<file path="src/rtl/mc_pkg.sv">
// Shared encodings for the multi-cycle MIPS control path: opcodes, funct
// codes, FSM states, ALU operations, datapath mux selects and the helpers
// that classify an instruction and derive the per-state control word.
package mc_pkg;

    // Opcode field values
    localparam logic [5:0] OP_RTYPE = 6'h00;
    localparam logic [5:0] OP_J     = 6'h02;
    localparam logic [5:0] OP_JAL   = 6'h03;
    localparam logic [5:0] OP_BEQ   = 6'h04;
    localparam logic [5:0] OP_ADDIU = 6'h09;
    localparam logic [5:0] OP_ORI   = 6'h0D;
    localparam logic [5:0] OP_LUI   = 6'h0F;
    localparam logic [5:0] OP_LW    = 6'h23;
    localparam logic [5:0] OP_SW    = 6'h2B;

    // Funct field values for R-type instructions
    localparam logic [5:0] FN_JR   = 6'h08;
    localparam logic [5:0] FN_ADDU = 6'h21;
    localparam logic [5:0] FN_SUBU = 6'h23;
    localparam logic [5:0] FN_AND  = 6'h24;
    localparam logic [5:0] FN_OR   = 6'h25;
    localparam logic [5:0] FN_SLT  = 6'h2A;

    typedef enum logic [2:0] {
        ST_IDLE   = 3'd0,
        ST_FETCH  = 3'd1,
        ST_DECODE = 3'd2,
        ST_EXEC   = 3'd3,
        ST_MEM    = 3'd4,
        ST_WB     = 3'd5
    } state_t;

    // ALU operation codes
    localparam logic [3:0] ALU_ADD = 4'd0;
    localparam logic [3:0] ALU_SUB = 4'd1;
    localparam logic [3:0] ALU_AND = 4'd2;
    localparam logic [3:0] ALU_OR  = 4'd3;
    localparam logic [3:0] ALU_SLT = 4'd4;

    // Next-PC source
    localparam logic [1:0] PC_SRC_ALU    = 2'd0;
    localparam logic [1:0] PC_SRC_ALUOUT = 2'd1;
    localparam logic [1:0] PC_SRC_JUMP   = 2'd2;
    localparam logic [1:0] PC_SRC_RS     = 2'd3;

    // Register file write address
    localparam logic [1:0] REG_DST_RT = 2'd0;
    localparam logic [1:0] REG_DST_RD = 2'd1;
    localparam logic [1:0] REG_DST_RA = 2'd2;

    // Register file write data
    localparam logic [1:0] WD_ALUOUT = 2'd0;
    localparam logic [1:0] WD_MDR    = 2'd1;
    localparam logic [1:0] WD_PC     = 2'd2;
    localparam logic [1:0] WD_LUI    = 2'd3;

    // ALU B operand
    localparam logic [1:0] ALU_B_RT      = 2'd0;
    localparam logic [1:0] ALU_B_FOUR    = 2'd1;
    localparam logic [1:0] ALU_B_IMM     = 2'd2;
    localparam logic [1:0] ALU_B_IMM_SH2 = 2'd3;

    typedef enum logic [3:0] {
        CLS_R_ALU   = 4'd0,
        CLS_ADDIU   = 4'd1,
        CLS_ORI     = 4'd2,
        CLS_LW      = 4'd3,
        CLS_SW      = 4'd4,
        CLS_BEQ     = 4'd5,
        CLS_J       = 4'd6,
        CLS_JAL     = 4'd7,
        CLS_JR      = 4'd8,
        CLS_LUI     = 4'd9,
        CLS_ILLEGAL = 4'd15
    } iclass_t;

    // Registered (state-decoded) part of the control word. pc_we here only
    // covers the unconditional jumps; fetch and branch writes are added
    // combinationally by the top.
    typedef struct packed {
        logic       mem_req;
        logic       mem_we;
        logic       iord;
        logic       pc_we;
        logic [1:0] pc_src;
        logic       reg_we;
        logic [1:0] reg_dst;
        logic [1:0] wd_sel;
        logic       alu_a_sel;
        logic [1:0] alu_b_sel;
        logic [3:0] alu_ctrl;
        logic       ext_op;
    } ctrl_t;

    // Sort the current instruction into an execution class.
    function automatic iclass_t mc_classify(input logic [5:0] op,
                                            input logic       r_alu_ok,
                                            input logic       r_is_jr);
        iclass_t cls;
        cls = CLS_ILLEGAL;
        case (op)
            OP_RTYPE: begin
                if (r_alu_ok) begin
                    cls = CLS_R_ALU;
                end else if (r_is_jr) begin
                    cls = CLS_JR;
                end else begin
                    cls = CLS_ILLEGAL;
                end
            end
            OP_J:     cls = CLS_J;
            OP_JAL:   cls = CLS_JAL;
            OP_BEQ:   cls = CLS_BEQ;
            OP_ADDIU: cls = CLS_ADDIU;
            OP_ORI:   cls = CLS_ORI;
            OP_LUI:   cls = CLS_LUI;
            OP_LW:    cls = CLS_LW;
            OP_SW:    cls = CLS_SW;
            default:  cls = CLS_ILLEGAL;
        endcase
        return cls;
    endfunction

    // Control word that a state presents for its whole duration.
    function automatic ctrl_t mc_state_ctrl(input state_t     st,
                                            input iclass_t    cls,
                                            input logic [3:0] r_alu_ctrl);
        ctrl_t c;
        c = '0;
        case (st)
            ST_FETCH: begin
                c.mem_req   = 1'b1;
                c.iord      = 1'b0;
                c.alu_a_sel = 1'b0;
                c.alu_b_sel = ALU_B_FOUR;
                c.alu_ctrl  = ALU_ADD;
                c.pc_src    = PC_SRC_ALU;
            end
            ST_DECODE: begin
                c.alu_a_sel = 1'b0;
                c.alu_b_sel = ALU_B_IMM_SH2;
                c.ext_op    = 1'b1;
                c.alu_ctrl  = ALU_ADD;
            end
            ST_EXEC: begin
                case (cls)
                    CLS_R_ALU: begin
                        c.alu_a_sel = 1'b1;
                        c.alu_b_sel = ALU_B_RT;
                        c.alu_ctrl  = r_alu_ctrl;
                    end
                    CLS_ADDIU, CLS_LW, CLS_SW: begin
                        c.alu_a_sel = 1'b1;
                        c.alu_b_sel = ALU_B_IMM;
                        c.ext_op    = 1'b1;
                        c.alu_ctrl  = ALU_ADD;
                    end
                    CLS_ORI: begin
                        c.alu_a_sel = 1'b1;
                        c.alu_b_sel = ALU_B_IMM;
                        c.ext_op    = 1'b0;
                        c.alu_ctrl  = ALU_OR;
                    end
                    CLS_BEQ: begin
                        c.alu_a_sel = 1'b1;
                        c.alu_b_sel = ALU_B_RT;
                        c.alu_ctrl  = ALU_SUB;
                        c.pc_src    = PC_SRC_ALUOUT;
                    end
                    CLS_J: begin
                        c.pc_we  = 1'b1;
                        c.pc_src = PC_SRC_JUMP;
                    end
                    CLS_JAL: begin
                        c.pc_we   = 1'b1;
                        c.pc_src  = PC_SRC_JUMP;
                        c.reg_we  = 1'b1;
                        c.reg_dst = REG_DST_RA;
                        c.wd_sel  = WD_PC;
                    end
                    CLS_JR: begin
                        c.pc_we  = 1'b1;
                        c.pc_src = PC_SRC_RS;
                    end
                    CLS_LUI: begin
                        c.reg_we  = 1'b1;
                        c.reg_dst = REG_DST_RT;
                        c.wd_sel  = WD_LUI;
                    end
                    default: c = '0;
                endcase
            end
            ST_MEM: begin
                c.mem_req = 1'b1;
                c.iord    = 1'b1;
                c.mem_we  = (cls == CLS_SW);
            end
            ST_WB: begin
                case (cls)
                    CLS_R_ALU: begin
                        c.reg_we  = 1'b1;
                        c.reg_dst = REG_DST_RD;
                        c.wd_sel  = WD_ALUOUT;
                    end
                    CLS_ADDIU, CLS_ORI: begin
                        c.reg_we  = 1'b1;
                        c.reg_dst = REG_DST_RT;
                        c.wd_sel  = WD_ALUOUT;
                    end
                    CLS_LW: begin
                        c.reg_we  = 1'b1;
                        c.reg_dst = REG_DST_RT;
                        c.wd_sel  = WD_MDR;
                    end
                    default: c = '0;
                endcase
            end
            default: c = '0;
        endcase
        return c;
    endfunction

endpackage

</file>
<file path="src/rtl/multicycle_ctrl_if.sv">
// Bundle between the multi-cycle controller and the datapath/memory:
// instruction fields and status in, every enable and select out.
interface multicycle_ctrl_if;
    logic [5:0] op;
    logic [5:0] funct;
    logic       zero;
    logic       mem_ready;

    logic       mem_req;
    logic       mem_we;
    logic       iord;
    logic       ir_we;
    logic       pc_we;
    logic [1:0] pc_src;
    logic       reg_we;
    logic [1:0] reg_dst;
    logic [1:0] wd_sel;
    logic       alu_a_sel;
    logic [1:0] alu_b_sel;
    logic [3:0] alu_ctrl;
    logic       ext_op;
    logic       illegal;
    logic [2:0] state;

    modport master (
        input  op, funct, zero, mem_ready,
        output mem_req, mem_we, iord, ir_we, pc_we, pc_src, reg_we, reg_dst,
               wd_sel, alu_a_sel, alu_b_sel, alu_ctrl, ext_op, illegal, state
    );

    modport slave (
        output op, funct, zero, mem_ready,
        input  mem_req, mem_we, iord, ir_we, pc_we, pc_src, reg_we, reg_dst,
               wd_sel, alu_a_sel, alu_b_sel, alu_ctrl, ext_op, illegal, state
    );
endinterface

</file>
<file path="src/rtl/mc_alu_dec.sv">
// Combinational R-type funct decoder: ALU operation, whether the funct is a
// supported register-register ALU op, and whether it is jr.
module mc_alu_dec
    import mc_pkg::*;
(
    input  logic [5:0] funct,
    output logic [3:0] alu_ctrl,
    output logic       r_alu_ok,
    output logic       r_is_jr
);

    // Map funct to an ALU operation and legality flags
    always_comb begin
        alu_ctrl = ALU_ADD;
        r_alu_ok = 1'b0;
        r_is_jr  = 1'b0;
        case (funct)
            FN_ADDU: begin alu_ctrl = ALU_ADD; r_alu_ok = 1'b1; end
            FN_SUBU: begin alu_ctrl = ALU_SUB; r_alu_ok = 1'b1; end
            FN_AND:  begin alu_ctrl = ALU_AND; r_alu_ok = 1'b1; end
            FN_OR:   begin alu_ctrl = ALU_OR;  r_alu_ok = 1'b1; end
            FN_SLT:  begin alu_ctrl = ALU_SLT; r_alu_ok = 1'b1; end
            FN_JR:   begin r_is_jr = 1'b1; end
            default: begin alu_ctrl = ALU_ADD; r_alu_ok = 1'b0; end
        endcase
    end

endmodule

</file>
<file path="src/rtl/multicycle_ctrl.sv">
// Multi-cycle MIPS control FSM. Sequences fetch/decode/execute/memory/
// write-back and shares a single memory port between instruction and data.
// The per-state control word is computed for the next state and registered,
// so it is glitch-free and all-zero under reset. Only the fetch ir_we/pc_we
// pulse, the beq pc_we and the in-DECODE illegal indication depend on inputs
// in the current cycle.
module multicycle_ctrl
    import mc_pkg::*;
(
    input  logic               clk,
    input  logic               rst_n,
    multicycle_ctrl_if.master  bus
);

    state_t     state_q, state_d;
    logic       illegal_q, illegal_d;
    ctrl_t      ctrl_q, ctrl_d;

    logic [3:0] r_alu_ctrl_s;
    logic       r_alu_ok_s;
    logic       r_is_jr_s;
    iclass_t    cls_s;
    logic       ir_we_s;
    logic       pc_we_s;
    logic       illegal_s;

    mc_alu_dec u_alu_dec (
        .funct    (bus.funct),
        .alu_ctrl (r_alu_ctrl_s),
        .r_alu_ok (r_alu_ok_s),
        .r_is_jr  (r_is_jr_s)
    );

    assign cls_s = mc_classify(bus.op, r_alu_ok_s, r_is_jr_s);

    // Next-state, sticky illegal flag and next control word
    always_comb begin
        state_d   = state_q;
        illegal_d = illegal_q;
        case (state_q)
            ST_IDLE: begin
                state_d = ST_FETCH;
            end
            ST_FETCH: begin
                if (bus.mem_ready) begin
                    state_d = ST_DECODE;
                end else begin
                    state_d = ST_FETCH;
                end
            end
            ST_DECODE: begin
                // PC already points past the bad instruction, so just refetch
                if (cls_s == CLS_ILLEGAL) begin
                    illegal_d = 1'b1;
                    state_d   = ST_FETCH;
                end else begin
                    state_d   = ST_EXEC;
                end
            end
            ST_EXEC: begin
                case (cls_s)
                    CLS_R_ALU, CLS_ADDIU, CLS_ORI: state_d = ST_WB;
                    CLS_LW, CLS_SW:                state_d = ST_MEM;
                    default:                       state_d = ST_FETCH;
                endcase
            end
            ST_MEM: begin
                if (!bus.mem_ready) begin
                    state_d = ST_MEM;
                end else if (cls_s == CLS_SW) begin
                    state_d = ST_FETCH;
                end else begin
                    state_d = ST_WB;
                end
            end
            ST_WB: begin
                state_d = ST_FETCH;
            end
            default: begin
                state_d = ST_IDLE;
            end
        endcase
        ctrl_d = mc_state_ctrl(state_d, cls_s, r_alu_ctrl_s);
    end

    // FSM state, sticky illegal flag and registered control word
    always_ff @(posedge clk or negedge rst_n) begin
        if (!rst_n) begin
            state_q   <= ST_IDLE;
            illegal_q <= 1'b0;
            ctrl_q    <= '0;
        end else begin
            state_q   <= state_d;
            illegal_q <= illegal_d;
            ctrl_q    <= ctrl_d;
        end
    end

    // Input-dependent strobes layered on top of the registered control word
    always_comb begin
        ir_we_s   = 1'b0;
        pc_we_s   = ctrl_q.pc_we;
        illegal_s = illegal_q;
        case (state_q)
            ST_FETCH: begin
                ir_we_s = bus.mem_ready;
                pc_we_s = bus.mem_ready;
            end
            ST_DECODE: begin
                illegal_s = illegal_q | (cls_s == CLS_ILLEGAL);
            end
            ST_EXEC: begin
                if (cls_s == CLS_BEQ) begin
                    pc_we_s = bus.zero;
                end else begin
                    pc_we_s = ctrl_q.pc_we;
                end
            end
            default: begin
                ir_we_s = 1'b0;
            end
        endcase
    end

    assign bus.mem_req   = ctrl_q.mem_req;
    assign bus.mem_we    = ctrl_q.mem_we;
    assign bus.iord      = ctrl_q.iord;
    assign bus.ir_we     = ir_we_s;
    assign bus.pc_we     = pc_we_s;
    assign bus.pc_src    = ctrl_q.pc_src;
    assign bus.reg_we    = ctrl_q.reg_we;
    assign bus.reg_dst   = ctrl_q.reg_dst;
    assign bus.wd_sel    = ctrl_q.wd_sel;
    assign bus.alu_a_sel = ctrl_q.alu_a_sel;
    assign bus.alu_b_sel = ctrl_q.alu_b_sel;
    assign bus.alu_ctrl  = ctrl_q.alu_ctrl;
    assign bus.ext_op    = ctrl_q.ext_op;
    assign bus.illegal   = illegal_s;
    assign bus.state     = state_q;

endmodule
</file>
<file path="src/flat_wrapper.sv">
// flat-port wrapper written by rule: the top's interface ports become plain ports
module multicycle_ctrl_flat import mc_pkg::*;
  (clk, rst_n, bus_op, bus_funct, bus_zero, bus_mem_ready, bus_mem_req, bus_mem_we, bus_iord, bus_ir_we, bus_pc_we, bus_pc_src, bus_reg_we, bus_reg_dst, bus_wd_sel, bus_alu_a_sel, bus_alu_b_sel, bus_alu_ctrl, bus_ext_op, bus_illegal, bus_state);
  multicycle_ctrl_if bus_i ();
  input  logic clk;
  input  logic rst_n;
  input wire logic [$bits(bus_i.op)-1:0] bus_op;
  input wire logic [$bits(bus_i.funct)-1:0] bus_funct;
  input wire logic [$bits(bus_i.zero)-1:0] bus_zero;
  input wire logic [$bits(bus_i.mem_ready)-1:0] bus_mem_ready;
  output wire logic [$bits(bus_i.mem_req)-1:0] bus_mem_req;
  output wire logic [$bits(bus_i.mem_we)-1:0] bus_mem_we;
  output wire logic [$bits(bus_i.iord)-1:0] bus_iord;
  output wire logic [$bits(bus_i.ir_we)-1:0] bus_ir_we;
  output wire logic [$bits(bus_i.pc_we)-1:0] bus_pc_we;
  output wire logic [$bits(bus_i.pc_src)-1:0] bus_pc_src;
  output wire logic [$bits(bus_i.reg_we)-1:0] bus_reg_we;
  output wire logic [$bits(bus_i.reg_dst)-1:0] bus_reg_dst;
  output wire logic [$bits(bus_i.wd_sel)-1:0] bus_wd_sel;
  output wire logic [$bits(bus_i.alu_a_sel)-1:0] bus_alu_a_sel;
  output wire logic [$bits(bus_i.alu_b_sel)-1:0] bus_alu_b_sel;
  output wire logic [$bits(bus_i.alu_ctrl)-1:0] bus_alu_ctrl;
  output wire logic [$bits(bus_i.ext_op)-1:0] bus_ext_op;
  output wire logic [$bits(bus_i.illegal)-1:0] bus_illegal;
  output wire logic [$bits(bus_i.state)-1:0] bus_state;
  assign bus_i.op = bus_op;
  assign bus_i.funct = bus_funct;
  assign bus_i.zero = bus_zero;
  assign bus_i.mem_ready = bus_mem_ready;
  assign bus_mem_req = bus_i.mem_req;
  assign bus_mem_we = bus_i.mem_we;
  assign bus_iord = bus_i.iord;
  assign bus_ir_we = bus_i.ir_we;
  assign bus_pc_we = bus_i.pc_we;
  assign bus_pc_src = bus_i.pc_src;
  assign bus_reg_we = bus_i.reg_we;
  assign bus_reg_dst = bus_i.reg_dst;
  assign bus_wd_sel = bus_i.wd_sel;
  assign bus_alu_a_sel = bus_i.alu_a_sel;
  assign bus_alu_b_sel = bus_i.alu_b_sel;
  assign bus_alu_ctrl = bus_i.alu_ctrl;
  assign bus_ext_op = bus_i.ext_op;
  assign bus_illegal = bus_i.illegal;
  assign bus_state = bus_i.state;
  multicycle_ctrl u_core (.clk(clk), .rst_n(rst_n), .bus(bus_i));
endmodule
</file>
<file path="config.mk">
export PLATFORM = sky130hd
export DESIGN_NAME = multicycle_ctrl_flat
export DESIGN_NICKNAME = d
export VERILOG_FILES = /design/src/rtl/mc_pkg.sv /design/src/rtl/multicycle_ctrl_if.sv /design/src/rtl/mc_alu_dec.sv /design/src/rtl/multicycle_ctrl.sv /design/src/flat_wrapper.sv
export SDC_FILE = /design/constraint.sdc
export NUM_CORES = 1
export LEC_CHECK = 0
export BUFFER_PORTS_ARGS = -buffer_cell sky130_fd_sc_hd__buf_2
export CAP_MARGIN = 20
export CORE_MARGIN = 2
export CORE_UTILIZATION = 25
export DETAILED_ROUTE_END_ITERATION = 7
export SLEW_MARGIN = 20
export SYNTH_ARGS = -nofsm -noshare
export SYNTH_HDL_FRONTEND = slang
export SYNTH_HIERARCHICAL = 1
export SYNTH_SLANG_ARGS = --single-unit
</file>
<file path="constraint.sdc">
create_clock -name clk -period 2.12 [get_ports clk]
set_input_delay 0.424 -clock clk [delete_from_list [all_inputs] [get_ports clk]]
set_output_delay 0.424 -clock clk [all_outputs]
set_load 0.03 [all_outputs]
</file>
After elaboration in Yosys (flattened, before gate mapping) --
Index checks and enable logic that the tools add are counted.
Word-level totals: register bits 23, input bits 16, output and inout port bits 24, logic and storage cells 92
Cells by class: equality and inequality tests 34, mux-type cells 30, bitwise operators 1, reductions and logical operators 13
Operators by type and width (number):
- == test 6 bit (second input constant) | 7
- one-hot mux 4 bit (9 select lines) | 1
- one-hot mux 7 bit (4 select lines) | 1
- == test 6 x 4 -> 1 bit (second input constant) | 4
- one-hot mux 7 bit (3 select lines) | 1
- one-hot mux 5 bit (2 select lines) | 2
- == test 4 x 3 -> 1 bit (second input constant) | 4
- one-hot mux 3 bit (5 select lines) | 1
- one-hot mux 5 bit (3 select lines) | 1
- == test 3 x 2 -> 1 bit (second input constant) | 4
- == test 3 bit (second input constant) | 4
- == test 4 bit (second input constant) | 3
- == test 6 x 2 -> 1 bit (second input constant) | 2
- one-hot mux 3 bit (4 select lines) | 1
- two-way mux 1 bit | 11
- OR reduction 2 bit | 5
- two-way mux 3 bit | 3
- OR reduction 3 bit | 3
- == test 4 x 2 -> 1 bit (second input constant) | 2
- == test 3 x 1 -> 1 bit (second input constant) | 2
- == test 6 x 3 -> 1 bit (second input constant) | 1
- zero test 6 bit | 1
- two-way mux 2 bit | 3
- one-hot mux 2 bit (3 select lines) | 1
- other kinds (9) | 10

Longest topological paths before layout --
Gate-level depths: netlist of run 1.
depth in word-level cells 12, mapped depth 8, gate-level depth less buffers 8

Cells and area by module --
Netlist of run 1, hierarchy kept.
By module, submodules not included:
- multicycle_ctrl | instances 1, cells an instance 145, area an instance 1355.0 µm², sequential area each 575.6 µm²
- mc_alu_dec | instances 1, cells an instance 15, area an instance 108.9 µm², sequential area each 0.0 µm²

Least setup slack after synthesis of run 1 --
No wires, ideal clock.
kind in2out, from input bus_funct[2], to output bus_illegal, arrival time 1.596 ns, data required time 1.696 ns, slack 0.100 ns, stages 7, path buffers 0, cells stage by stage nand2b_1 a21o_1 a21oi_2 nor2_1 a31oi_1 o21ai_0 a21o_1
Between the ends: longest elaborated chain between the ends 8, elaborated cells on any way between the ends 15, those cells by class eq/ne: 7; mux: 6; bitwise: 1; reduce/logical: 1
RTL lines:
- from (decl) | RTL line flat_wrapper.sv:8 | input wire logic [$bits(bus_i.funct)-1:0] bus_funct;
- == test 6 bit | RTL line mc_alu_dec.sv:17 | case (funct)
- OR reduction 5 bit (no source line) *
- two-way mux 1 bit * | RTL line mc_alu_dec.sv:17
- net u_core.r_alu_ok_s | RTL line multicycle_ctrl.sv:20 | logic r_alu_ok_s;
- two-way mux 4 bit * | RTL line mc_pkg.sv:104 | if (r_alu_ok) begin
- one-hot mux 4 bit (9 select lines) * | RTL line mc_pkg.sv:102 | case (op)
- == test 4 bit * | RTL line multicycle_ctrl.sv:110 | illegal_s = illegal_q | (cls_s == CLS_ILLEGAL);
- OR 1 bit * | RTL line multicycle_ctrl.sv:110
- two-way mux 1 bit * | RTL line multicycle_ctrl.sv:104 | case (state_q)
- to (decl) | RTL line flat_wrapper.sv:24 | output wire logic [$bits(bus_i.illegal)-1:0] bus_illegal;
Mark *: on every way through the listed nets, which the timed path passes. The rest lies on a longest branch.

Final worst setup path of run 1 --
from input bus_funct[2], to output bus_illegal
Between the ends: longest elaborated chain between the ends 8, elaborated cells on any way between the ends 15, those cells by class eq/ne: 7; mux: 6; bitwise: 1; reduce/logical: 1
RTL lines:
- == test 6 x 4 -> 1 bit | RTL line mc_alu_dec.sv:17
- two-way mux 1 bit | RTL line mc_alu_dec.sv:17
- net u_core.r_is_jr_s | RTL line multicycle_ctrl.sv:21 | logic r_is_jr_s;
- two-way mux 3 bit | RTL line mc_pkg.sv:106 | end else if (r_is_jr) begin
- two-way mux 4 bit | RTL line mc_pkg.sv:104
- one-hot mux 4 bit (9 select lines) | RTL line mc_pkg.sv:102
- == test 4 bit | RTL line multicycle_ctrl.sv:110
- OR 1 bit | RTL line multicycle_ctrl.sv:110
- two-way mux 1 bit | RTL line multicycle_ctrl.sv:104
The timed path passes the listed nets, and every way through them passes these cells.

==> metrics.log, run 1 <==
INFO  metric status = complete, but fails checks
INFO  metric violations = negative setup slack
INFO  metric detailroute.wirelength.met2 = approximately 1600 microns
INFO  metric final_net_count = 223
INFO  metric type_of_element_launching_the_critical_path = primary input
INFO  metric synth-edff-count = 0
INFO  metric ys_async_sr_fraction = 100%
INFO  metric yosys.area.top_type = sky130_fd_sc_hd__dfrtp_1
INFO  metric number_of_antenna_violations_at_the_first_check_in_global_routing = 0
INFO  metric via_count_of_the_first_global_routing_pass = 1,269
INFO  metric cap_viol_max_count = 0
INFO  metric synth.yosys.warnings = 6
INFO  metric ys_seq_elements = 23
INFO  metric place.port_buffers = 39
INFO  metric numPlacedInstances = 268
INFO  metric rows = 27
INFO  metric finalWorstPathRequiredPeriod = 2.13 ns
INFO  metric cts_buffers = 3
INFO  metric insertedDiodeCount = 0
INFO  metric slew_viol_final = 0
INFO  metric final_util = 34.5%
INFO  metric clk-insertion-delay-late = 0.26 ns
INFO  metric fillCellCount = about 610
INFO  metric largest_net_degree_at_the_start_of_global_routing = 24
INFO  metric cts.clk_slew.worst_paths = 0.08 ns
INFO  metric fp.dieH = just over 80 microns
INFO  metric cp.required = 1.70 ns
INFO  metric yosysMostFrequentCell = sky130_fd_sc_hd__dfrtp_1
INFO  metric cts_tree = done
INFO  metric hold_path_class = primary input to asynchronous set/reset pin
INFO  metric gp_congestion = about 0.82
INFO  metric h-tree-depth = 1
INFO  metric netlist_area = 1460 sq um
INFO  metric yosysTopAreaCellShare = 39.3%
INFO  metric synth_area_per_cell = 9.15 sq um
INFO  metric worst_slack = -0.0108 ns
INFO  metric core_region_area = 5570 sq um
INFO  metric final_cell_count_no_fill = 278
INFO  metric worstPathMaxFanout = 4
INFO  metric drt-total-wl = 3440 microns
INFO  metric end_kind = primary output
INFO  metric max-slew-margin-rel = 65.2%
INFO  metric setup_viol_count_final = 1
INFO  metric clock_skew_after_layout = 0.00523 ns
INFO  metric area_growth_synth_to_finish = 31.5%
INFO  metric totalNegativeSetupSlack = -0.0108 ns
INFO  metric design.die.area = 6480 sq um
INFO  metric timing.critical_path.arrival = around 1.7 ns
INFO  metric peakVddDrop = 0.000407 V
INFO  metric starting_density = about a quarter
INFO  metric synth_seq_area_share = 39.3%
INFO  metric maxUsedRoutingLayer = met4
INFO  metric min_period_over_period = 101%
INFO  metric worst_pin_slew = 0.518 ns
INFO  metric hold_viol_final = 0
INFO  metric critical_path.max_stage_delay = 0.27 ns
INFO  metric clk_path_buf_depth = 2
INFO  metric synth.area.top_cells = sky130_fd_sc_hd__dfrtp_1, sky130_fd_sc_hd__buf_4, sky130_fd_sc_hd__nor2_1
INFO  metric critPathTopFamily = simple AND/OR/NAND/NOR gates
INFO  metric route.detailed.drc = 0
INFO  metric ys.flop_type = sky130_fd_sc_hd__dfrtp_1
INFO  metric dr_wl_met3 = between 200 and 250 microns
INFO  metric postSynthCellCount = 160
INFO  metric clock_tree.root_cell = sky130_fd_sc_hd__clkbuf_8
INFO  metric place.detailed.hpwl = 2600 microns
INFO  metric first_pass_grt_wire_length = 5810 microns
INFO  metric vias = around 1,300
INFO  metric cts_sinks = 23
INFO  metric post_route_cells_drive_above_1_share = 42.2%
INFO  metric cp_slowest_cell = sky130_fd_sc_hd__nor4b_4
INFO  metric synth.lib_cells_used.distinct = 50
INFO  metric grt_usage = 11.3%
INFO  metric synth_commonest_cells = sky130_fd_sc_hd__dfrtp_1, sky130_fd_sc_hd__nor2_1, sky130_fd_sc_hd__buf_4, sky130_fd_sc_hd__nand2_1
INFO  metric dr.first_iter.drc_count = 60
INFO  metric postRouteAntennaNets = 0
INFO  metric wl_met1 = 1630 microns
INFO  metric top_level_ports = 40
INFO  metric die_width = about 81 microns
INFO  metric maximum_achievable_frequency = 469 MHz
INFO  metric path_cells = buf_8 -> nor3b_4 -> nor4b_4 -> nor3_2 -> a31oi_2 -> o21ai_2 -> a21o_1 -> buf_6
INFO  metric cp_num_buf_inv = 2
INFO  metric route.detailed.wl_per_inst = 12.4 microns
INFO  metric power_leakage = 0.000902 uW
INFO  metric power.density = 686 nW/um^2
INFO  metric criticalPathCategory = primary input to primary output
INFO  metric drt_first_pass_iters = 4
INFO  metric grt_total_ovfl = 0
INFO  metric mappedNetlistNets = 176
INFO  metric rsz0062_at_grt = true
INFO  metric viasPerCell = 4.67
[registers in the layout (all words and copies together), names as in the netlist]
name / flops
u_core/bus.alu_a_sel: 1
u_core/bus.alu_b_sel: 2
u_core/bus.alu_ctrl: 4
u_core/bus.ext_op: 1
u_core/bus.iord: 1
u_core/bus.mem_req: 1
u_core/bus.mem_we: 1
u_core/bus.pc_src: 2
u_core/bus.reg_dst: 2
u_core/bus.reg_we: 1
u_core/bus.state: 3
u_core/bus.wd_sel: 2
u_core/ctrl_q: 1
u_core/illegal_q: 1
[worst reg2reg max path, cell delays in order (launching register included)]
cell,delay (ns)
sky130_fd_sc_hd__dfrtp_1,0.48
sky130_fd_sc_hd__nor2b_2,0.25
sky130_fd_sc_hd__nand2_1,0.07
sky130_fd_sc_hd__o31a_1,0.30
sky130_fd_sc_hd__or4b_1,0.50
sky130_fd_sc_hd__o21ai_1,0.10
[final cells by class]
| type | instances | area, sq um | share of cell area [%] |
|---|---|---|---|
| clock inverters | 1 | 5.00 | 0.260 |
| repair buffers | 62 | 404 | 21.0 |
| well taps | 72 | 90.1 | 4.68 |
| multi-input cells | 114 | 796 | 41.4 |
| clock buffers | 3 | 41.3 | 2.15 |
| flip-flops and latches | 23 | 577 | 30.0 |
| inverters | 3 | 11.3 | 0.585 |
[repair_timing]
item	4_1_cts	5_1_grt
hold buffers	0	0
pin swaps	6	6
endpoints found under the setup margin	1	10
setup buffers	5	1
gates resized for setup	12	13
[per-stage QoR]
step,hold WS (ns),worst slack [ns],cell area [sq um],total power (uW)
floorplan,0.128,0.100,1460,899
global placement,0.416,-0.197,1750,1030
detailed placement,0.422,-0.220,1750,1040
CTS,0.138,-0.0389,1880,1320
global route,0.167,-0.0975,1920,1410
finish,0.121,-0.0108,1920,1320
[final timing paths]
kind / cells after the start / start / slack (ns) / to
worst max-delay path: 8 / bus_funct[2] / -0.01 / bus_illegal
worst max register to register: 5 / u_core/bus.state[0] / 0.34 / u_core/bus.wd_sel[0]
max in group asynchronous: 1 / rst_n / 1.64 / u_core/bus.state[2]
min in group clk: 1 / u_core/illegal_q / 0.47 / u_core/illegal_q
worst min-delay path: 1 / rst_n / 0.12 / u_core/bus.reg_dst[1]
worst min register to register: 1 / u_core/illegal_q / 0.47 / u_core/illegal_q
[cell usage in the layout (no fill, tap or decap), drive strengths merged, types with 5 or more instances in the layout]
cell type / count
buf: 59
dfrtp: 23
nor2: 15
nand2: 11
o21ai: 9
nand2b: 7
nor3: 6
clkbuf: 6
o21a: 5
nor2b: 5
[report_power, final]
group	internal (uW)	leakage (uW)	switching, uW	total (uW)
sequential	492	0.000302	48.4	540
clock	131	0.0000255	131	261
combinational	190	0.000574	329	519
[routing by layer]
| layer | GRT usage, % | up-vias |
|---|---|---|
| met5 | 0 | - |
| met4 | 3.56 | 0 |
| met3 | 1.91 | 2 |
| met2 | 18.5 | 38 |
| met1 | 15.2 | 610 |
| li1 | - | 649 |
[logic make-up after synthesis]
logic type | share of synthesized area, %
AOI/OAI and AO/OA | 18.5
xor gates and xnor gates | 1.20
buffers and inverters | 9.74
DFF | 39.3
muxes | 0.684
other | 0.256
and+or+nand+nor | 30.3
No activity file was read; power rests on OpenSTA's default activity.
==> inputs of run 2 (changes only) <==
Settings changed: CORE_UTILIZATION 25 to 52, PLACE_DENSITY set to 0.79.
==> metrics.log, run 2 (synthesis results as in run 1) <==
INFO  metric status = complete, but fails checks
INFO  metric violations = negative setup slack
INFO  metric p_seq_share = 42.2%
INFO  metric worstPathMaxFanout = 3
INFO  metric viasPerCell = 5.75
INFO  metric clock_tree.root_cell = sky130_fd_sc_hd__clkbuf_4
INFO  metric worstReg2RegEnd = u_core/bus.wd_sel[0]
INFO  metric critical_path.max_stage_delay = 0.26 ns
INFO  metric maximum_achievable_frequency = 467 MHz
INFO  metric clk_path_buf_depth = 2
INFO  metric final_area = about 1900 sq um
INFO  metric end_kind = primary output
INFO  metric power_leakage = 0.000903 uW
INFO  metric largest_net_degree_at_the_start_of_global_routing = 24
INFO  metric comb_power_share = 42.8%
INFO  metric final_common_cell = sky130_fd_sc_hd__buf_2
INFO  metric power.switching = approximately 530 uW
INFO  metric via_count_of_the_first_global_routing_pass = ~1,300
INFO  metric hold_path_class = primary input to asynchronous set/reset pin
INFO  metric totalNegativeSetupSlack = -0.0388 ns
INFO  metric dpl-instance-area = 1690 sq um
INFO  metric timing.critical_path.arrival = between 1.5 and 2 ns
INFO  metric route.detailed.drc = 0
INFO  metric final_net_count = 223
INFO  metric cap_viol_max_count = 0
INFO  metric globalRouteMet2Util = 36.0%
INFO  metric peakVddDrop = 0.000899 V
INFO  metric clock_skew_after_layout = 0.00174 ns
INFO  metric cts.clk_slew.worst_paths = 0.12 ns
INFO  metric rsz0062_at_grt = true
INFO  metric type_of_element_launching_the_critical_path = primary input
INFO  metric insertedDiodeCount = 0
INFO  metric most-common-layout-cells = sky130_fd_sc_hd__buf_2, sky130_fd_sc_hd__buf_4, sky130_fd_sc_hd__dfrtp_1
INFO  metric die_width = 57.1 microns
INFO  metric vias = 1,363
INFO  metric critical_path_cell_count = 8
INFO  metric cp_slowest_cell = sky130_fd_sc_hd__nor4b_4
INFO  metric worstRegToRegCells = 5
INFO  metric fp.dieH = between 50 and 60 microns
INFO  metric route.detailed.wl_per_inst = 15.4 microns
INFO  metric slew_viol_final = 0
INFO  metric crit-reg2reg-launch = u_core/bus.state[0]
INFO  metric drt-total-wl = 3650 microns
INFO  metric rows = 19
INFO  metric area_growth_synth_to_finish = 28.8%
INFO  metric met3_capacity_usage_during_global_routing = less than 1%
INFO  metric gp_congestion = 0.858
INFO  metric cts_buffers = 3
INFO  metric setup_viol_count_final = 2
INFO  metric cts_hold_repair.buffers = 0
INFO  metric postRouteAntennaNets = 0
INFO  metric starting_density = 54.0%
INFO  metric first_pass_grt_wire_length = roughly 5700 microns
INFO  metric cts_sinks = 23
INFO  metric top_level_ports = 40
INFO  metric cts_tree = done
INFO  metric post_route_cells_drive_above_1_share = 42.2%
INFO  metric holdWs = between 0.07 and 0.08 ns
INFO  metric criticalPathCategory = primary input to primary output
INFO  metric cp.required = around 1.7 ns
INFO  metric number_of_antenna_violations_at_the_first_check_in_global_routing = 0
INFO  metric power_switching_share = 41.0%
INFO  metric hold_viol_final = 0
INFO  metric worst_pin_slew = 0.505 ns
INFO  metric cp_num_buf_inv = 2
INFO  metric design.die.area = 3260 sq um
INFO  metric max_ffs_per_register = 4
INFO  metric dr.first_iter.drc_count = 36
INFO  metric place.port_buffers = 39
INFO  metric min_period_over_period = 101%
INFO  metric final_util = 69.6%
INFO  metric power_frac_clock = around 15%
INFO  metric worst_slack = -0.0228 ns
INFO  metric finalWorstPathRequiredPeriod = 2.14 ns
INFO  metric drt_first_pass_iters = 4
INFO  metric grt_usage = 21.4%
INFO  metric core_region_area = between 2000 and 3000 sq um
INFO  metric grt_util_met1 = a little under a third
INFO  metric reg2reg_setup_slack = 0.18 ns
INFO  metric power.density = 682 nW/um^2
INFO  metric top_usage_layer = met2
INFO  metric place_worst_setup_slack = -0.227 ns
INFO  metric critPathTopFamily = simple AND/OR/NAND/NOR gates
INFO  metric intPower = 759 uW
INFO  metric place.detailed.hpwl = 2520 microns
INFO  metric clk-insertion-delay-late = 0.29 ns
INFO  metric grt_total_ovfl = 0
INFO  metric max-slew-margin-rel = 66.0%
INFO  metric path_cells = buf_8 -> nor3b_4 -> nor4b_4 -> nor3_2 -> a31oi_2 -> o21ai_2 -> a21o_1 -> buf_6
INFO  metric h-tree-depth = 1
## run 2: final cells by class
| type | count | area [sq um] |
|---|---|---|
| tap | 31 | 38.8 |
| clock buffer | 4 | 26.3 |
| multi-input combinational | 114 | 817 |
| timing repair buffer | 62 | 415 |
| fill | 210 | 825 |
| sequential | 23 | 577 |
| inverter | 3 | 11.3 |
## run 2: power by group through the flow
stage / logic [uW] / registers, uW / clock network (uW)
after floorplan: 298 / 600 / 0
after global placement: 478 / 545 / 0
after detailed placement: 492 / 547 / 0
after CTS: 527 / 538 / 197
after global routing: 587 / 549 / 214
final: 551 / 543 / 192
## run 2: worst max path at each step
stage                 startpoint     endpoint  slack, ns
global route        bus_funct[0]  bus_illegal      -0.08
floorplan           bus_funct[2]  bus_illegal       0.10
detailed placement  bus_funct[2]  bus_illegal      -0.23
global placement    bus_funct[2]  bus_illegal      -0.17
CTS                 bus_funct[2]  bus_illegal      -0.02
finish              bus_funct[0]  bus_illegal      -0.02
## run 2: what timing repair did
item	4_1_cts	5_1_grt
gates resized for setup	16	15
buffers inserted	6	2
setup endpoints to repair	1	10
pin swaps	8	9
## run 2: per-stage QoR
stage	std cells	power [uW]
after detailed placement	227	1040
after CTS	237	1260
after global placement	227	1020
after floorplan	160	899
final	237	1290
after global routing	237	1350
## run 2: metal layers
| layer | vias to the layer above | routed length [microns] |
|---|---|---|
| li1 | 657 | - |
| met2 | 51 | 1820 |
| met1 | 649 | 1620 |
| met3 | 6 | 158 |
| met4 | 0 | 48 |
| met5 | - | 0 |
==> inputs of run 3 (changes only) <==
Settings changed: RECOVER_POWER set to 50.
==> metrics.log, run 3 (synthesis results as in run 1) <==
INFO  metric final_cell_count_no_fill = 237
INFO  metric top_usage_layer = met2
INFO  metric worst_slack = -0.0185 ns
INFO  metric number_of_antenna_violations_at_the_first_check_in_global_routing = 0
INFO  metric route.detailed.drc = 0
INFO  metric crit_path_start = bus_funct[0]
INFO  metric grt_usage = 21.4%
INFO  metric grt_total_ovfl = 0
INFO  metric fillCellCount = 214
INFO  metric rsz0062_at_grt = true
INFO  metric slew_viol_final = 0
INFO  metric met3_capacity_usage_during_global_routing = less than 1%
INFO  metric final_common_cell = sky130_fd_sc_hd__buf_4
INFO  metric setup_viol_count_final = 2
INFO  metric clk_path_buf_depth = 2
INFO  metric core_region_area = 2710 sq um
INFO  metric fp.dieH = between 50 and 60 microns
INFO  metric largest_net_degree_at_the_start_of_global_routing = 24
INFO  metric hold_viol_final = 0
INFO  metric post_route_cells_drive_above_1_share = 36.9%
INFO  metric clock_tree.root_cell = sky130_fd_sc_hd__clkbuf_4
INFO  metric type_of_element_launching_the_critical_path = primary input
INFO  metric p_seq_share = 42.3%
INFO  metric final_net_count = approximately 220
INFO  metric status = complete, but fails checks
INFO  metric drt-total-wl = 3650 microns
INFO  metric critical_path_cell_count = 8
INFO  metric die_width = around 57 microns
INFO  metric cts_tree = done
INFO  metric end_kind = primary output
INFO  metric viasPerCell = 5.81
INFO  metric area_growth_synth_to_finish = 27.9%
INFO  metric route.detailed.wl_per_inst = 15.4 microns
INFO  metric max-slew-margin-rel = 23.2%
INFO  metric worstPathMaxFanout = 3
INFO  metric finalWorstPathRequiredPeriod = 2.14 ns
INFO  metric min_period_over_period = 101%
INFO  metric reg2reg_setup_slack = 0.18 ns
INFO  metric hold_path_class = primary input to asynchronous set/reset pin
INFO  metric gp_congestion = roughly 0.86
INFO  metric cts_buffers = 3
INFO  metric place.detailed.hpwl = 2520 microns
INFO  metric timing.critical_path.arrival = between 1.5 and 2 ns
INFO  metric power.density = 685 nW/um^2
INFO  metric criticalPathCategory = primary input to primary output
INFO  metric critPathTopFamily = simple AND/OR/NAND/NOR gates
INFO  metric cp_slowest_cell = sky130_fd_sc_hd__nor4b_4
INFO  metric cp_num_buf_inv = 2
INFO  metric clock_skew_after_layout = 0.00457 ns
INFO  metric multi_input_area = 817 sq um
INFO  metric peakVddDrop = 0.000880 V
INFO  metric worstReg2RegEnd = u_core/bus.wd_sel[0]
INFO  metric vias = 1,376
INFO  metric critical_path.endpoint = bus_illegal
INFO  metric insertedDiodeCount = 0
INFO  metric first_pass_grt_wire_length = 5690 microns
INFO  metric most-common-layout-cells = sky130_fd_sc_hd__buf_4, sky130_fd_sc_hd__dfrtp_1, sky130_fd_sc_hd__buf_2
INFO  metric power_frac_clock = 15.0%
INFO  metric postRouteAntennaNets = 0
INFO  metric globalRouteMet2Util = between 30% and 40%
INFO  metric top_level_ports = 40
INFO  metric design.die.area = 3260 sq um
INFO  metric place.port_buffers = 39
INFO  metric cts.clk_slew.worst_paths = 0.12 ns
INFO  metric seqCellArea = approximately 580 sq um
INFO  metric crit-reg2reg-launch = u_core/bus.state[0]
INFO  metric maximum_achievable_frequency = between 400 and 500 MHz
INFO  metric numPlacedInstances = 227
INFO  metric clk-insertion-delay-late = around 0.29 ns
INFO  metric cp.required = 1.70 ns
INFO  metric violations = negative setup slack
INFO  metric h-tree-depth = 1
INFO  metric totalNegativeSetupSlack = -0.0353 ns
INFO  metric starting_density = a little over half
INFO  metric worstRegToRegCells = 5
INFO  metric drt_first_pass_iters = 4
INFO  metric cts_sinks = 23
INFO  metric power_switching_share = 41.2%
INFO  metric max_ffs_per_register = 4
INFO  metric critical_path.max_stage_delay = 0.26 ns
INFO  metric path_cells = buf_8 -> nor3b_4 -> nor4b_4 -> nor3_2 -> a31oi_2 -> o21ai_2 -> a21o_1 -> buf_6
INFO  metric grt_util_met1 = 30.2%
INFO  metric intPower = 754 uW
INFO  metric dr.first_iter.drc_count = 39
INFO  metric comb_power_share = a little over two fifths
INFO  metric cap_viol_max_count = 0
INFO  metric rows = 19
INFO  metric via_count_of_the_first_global_routing_pass = 1,258
INFO  metric power.switching = 528 uW
INFO  metric final_util = 69.1%
INFO  metric power_leakage = 0.000859 uW
INFO  metric worst_pin_slew = around 1.2 ns
## run 3: cell types whose count changed in the layout (fill, tap and decap cells not counted), sizes merged
cell	delta
buf	-11
clkbuf	+11
## run 3: cell type report
type / instances / area share, %
clock buffer: 4 / 1.40
inverter: 3 / 0.602
multi-input combinational: 114 / 43.6
sequential: 23 / 30.8
tap: 31 / 2.07
timing repair buffer: 62 / 21.5
## run 3: through the flow
| stage | setup WS [ns] | hold WS (ns) | instance area (sq um) | total power [uW] |
|---|---|---|---|---|
| after floorplan | 0.100 | 0.128 | 1460 | 899 |
| after global placement | -0.174 | 0.398 | 1690 | 1020 |
| after detailed placement | -0.227 | 0.416 | 1690 | 1040 |
| after CTS | -0.0239 | 0.0879 | 1840 | 1260 |
| after global routing | -0.0763 | 0.415 | 1870 | 1350 |
| final | -0.0185 | 0.322 | 1870 | 1280 |
## run 3: repair_timing
item,4_1_cts,5_1_grt
gates resized for setup,16,15
setup endpoints to repair,1,10
hold buffers,0,0
buffers inserted,6,2
pin swaps,8,9
## run 3: routing by layer
metal | wire length (microns) | share of wire, %
met3 | 250 | 6.9
met4 | 62 | 1.7
met2 | 1810 | 50
met1 | 1520 | 42
met5 | 0 | 0
## run 3: power groups by stage
| stage | Combinational (uW) | Clock [uW] | Sequential (uW) |
|---|---|---|---|
| 4_1_cts | 527 | 197 | 538 |
| 2_1_floorplan | 298 | 0 | 600 |
| 3_3_place_gp | 478 | 0 | 545 |
| 6_report | 547 | 192 | 543 |
| 3_5_place_dp | 492 | 0 | 547 |
| 5_1_grt | 581 | 214 | 551 |
## run 3: worst min-delay path by stage
stage	start	end	slack, ns	depth (start not counted)
6_report	rst_n	u_core/bus.alu_b_sel[0]	0.32	1
5_1_grt	rst_n	u_core/bus.ext_op	0.42	1
4_1_cts	rst_n	u_core/bus.reg_dst[0]	0.09	1
3_5_place_dp	rst_n	u_core/bus.mem_req	0.42	1
3_3_place_gp	rst_n	u_core/bus.mem_req	0.40	1
2_1_floorplan	rst_n	u_core/bus.alu_a_sel	0.13	0
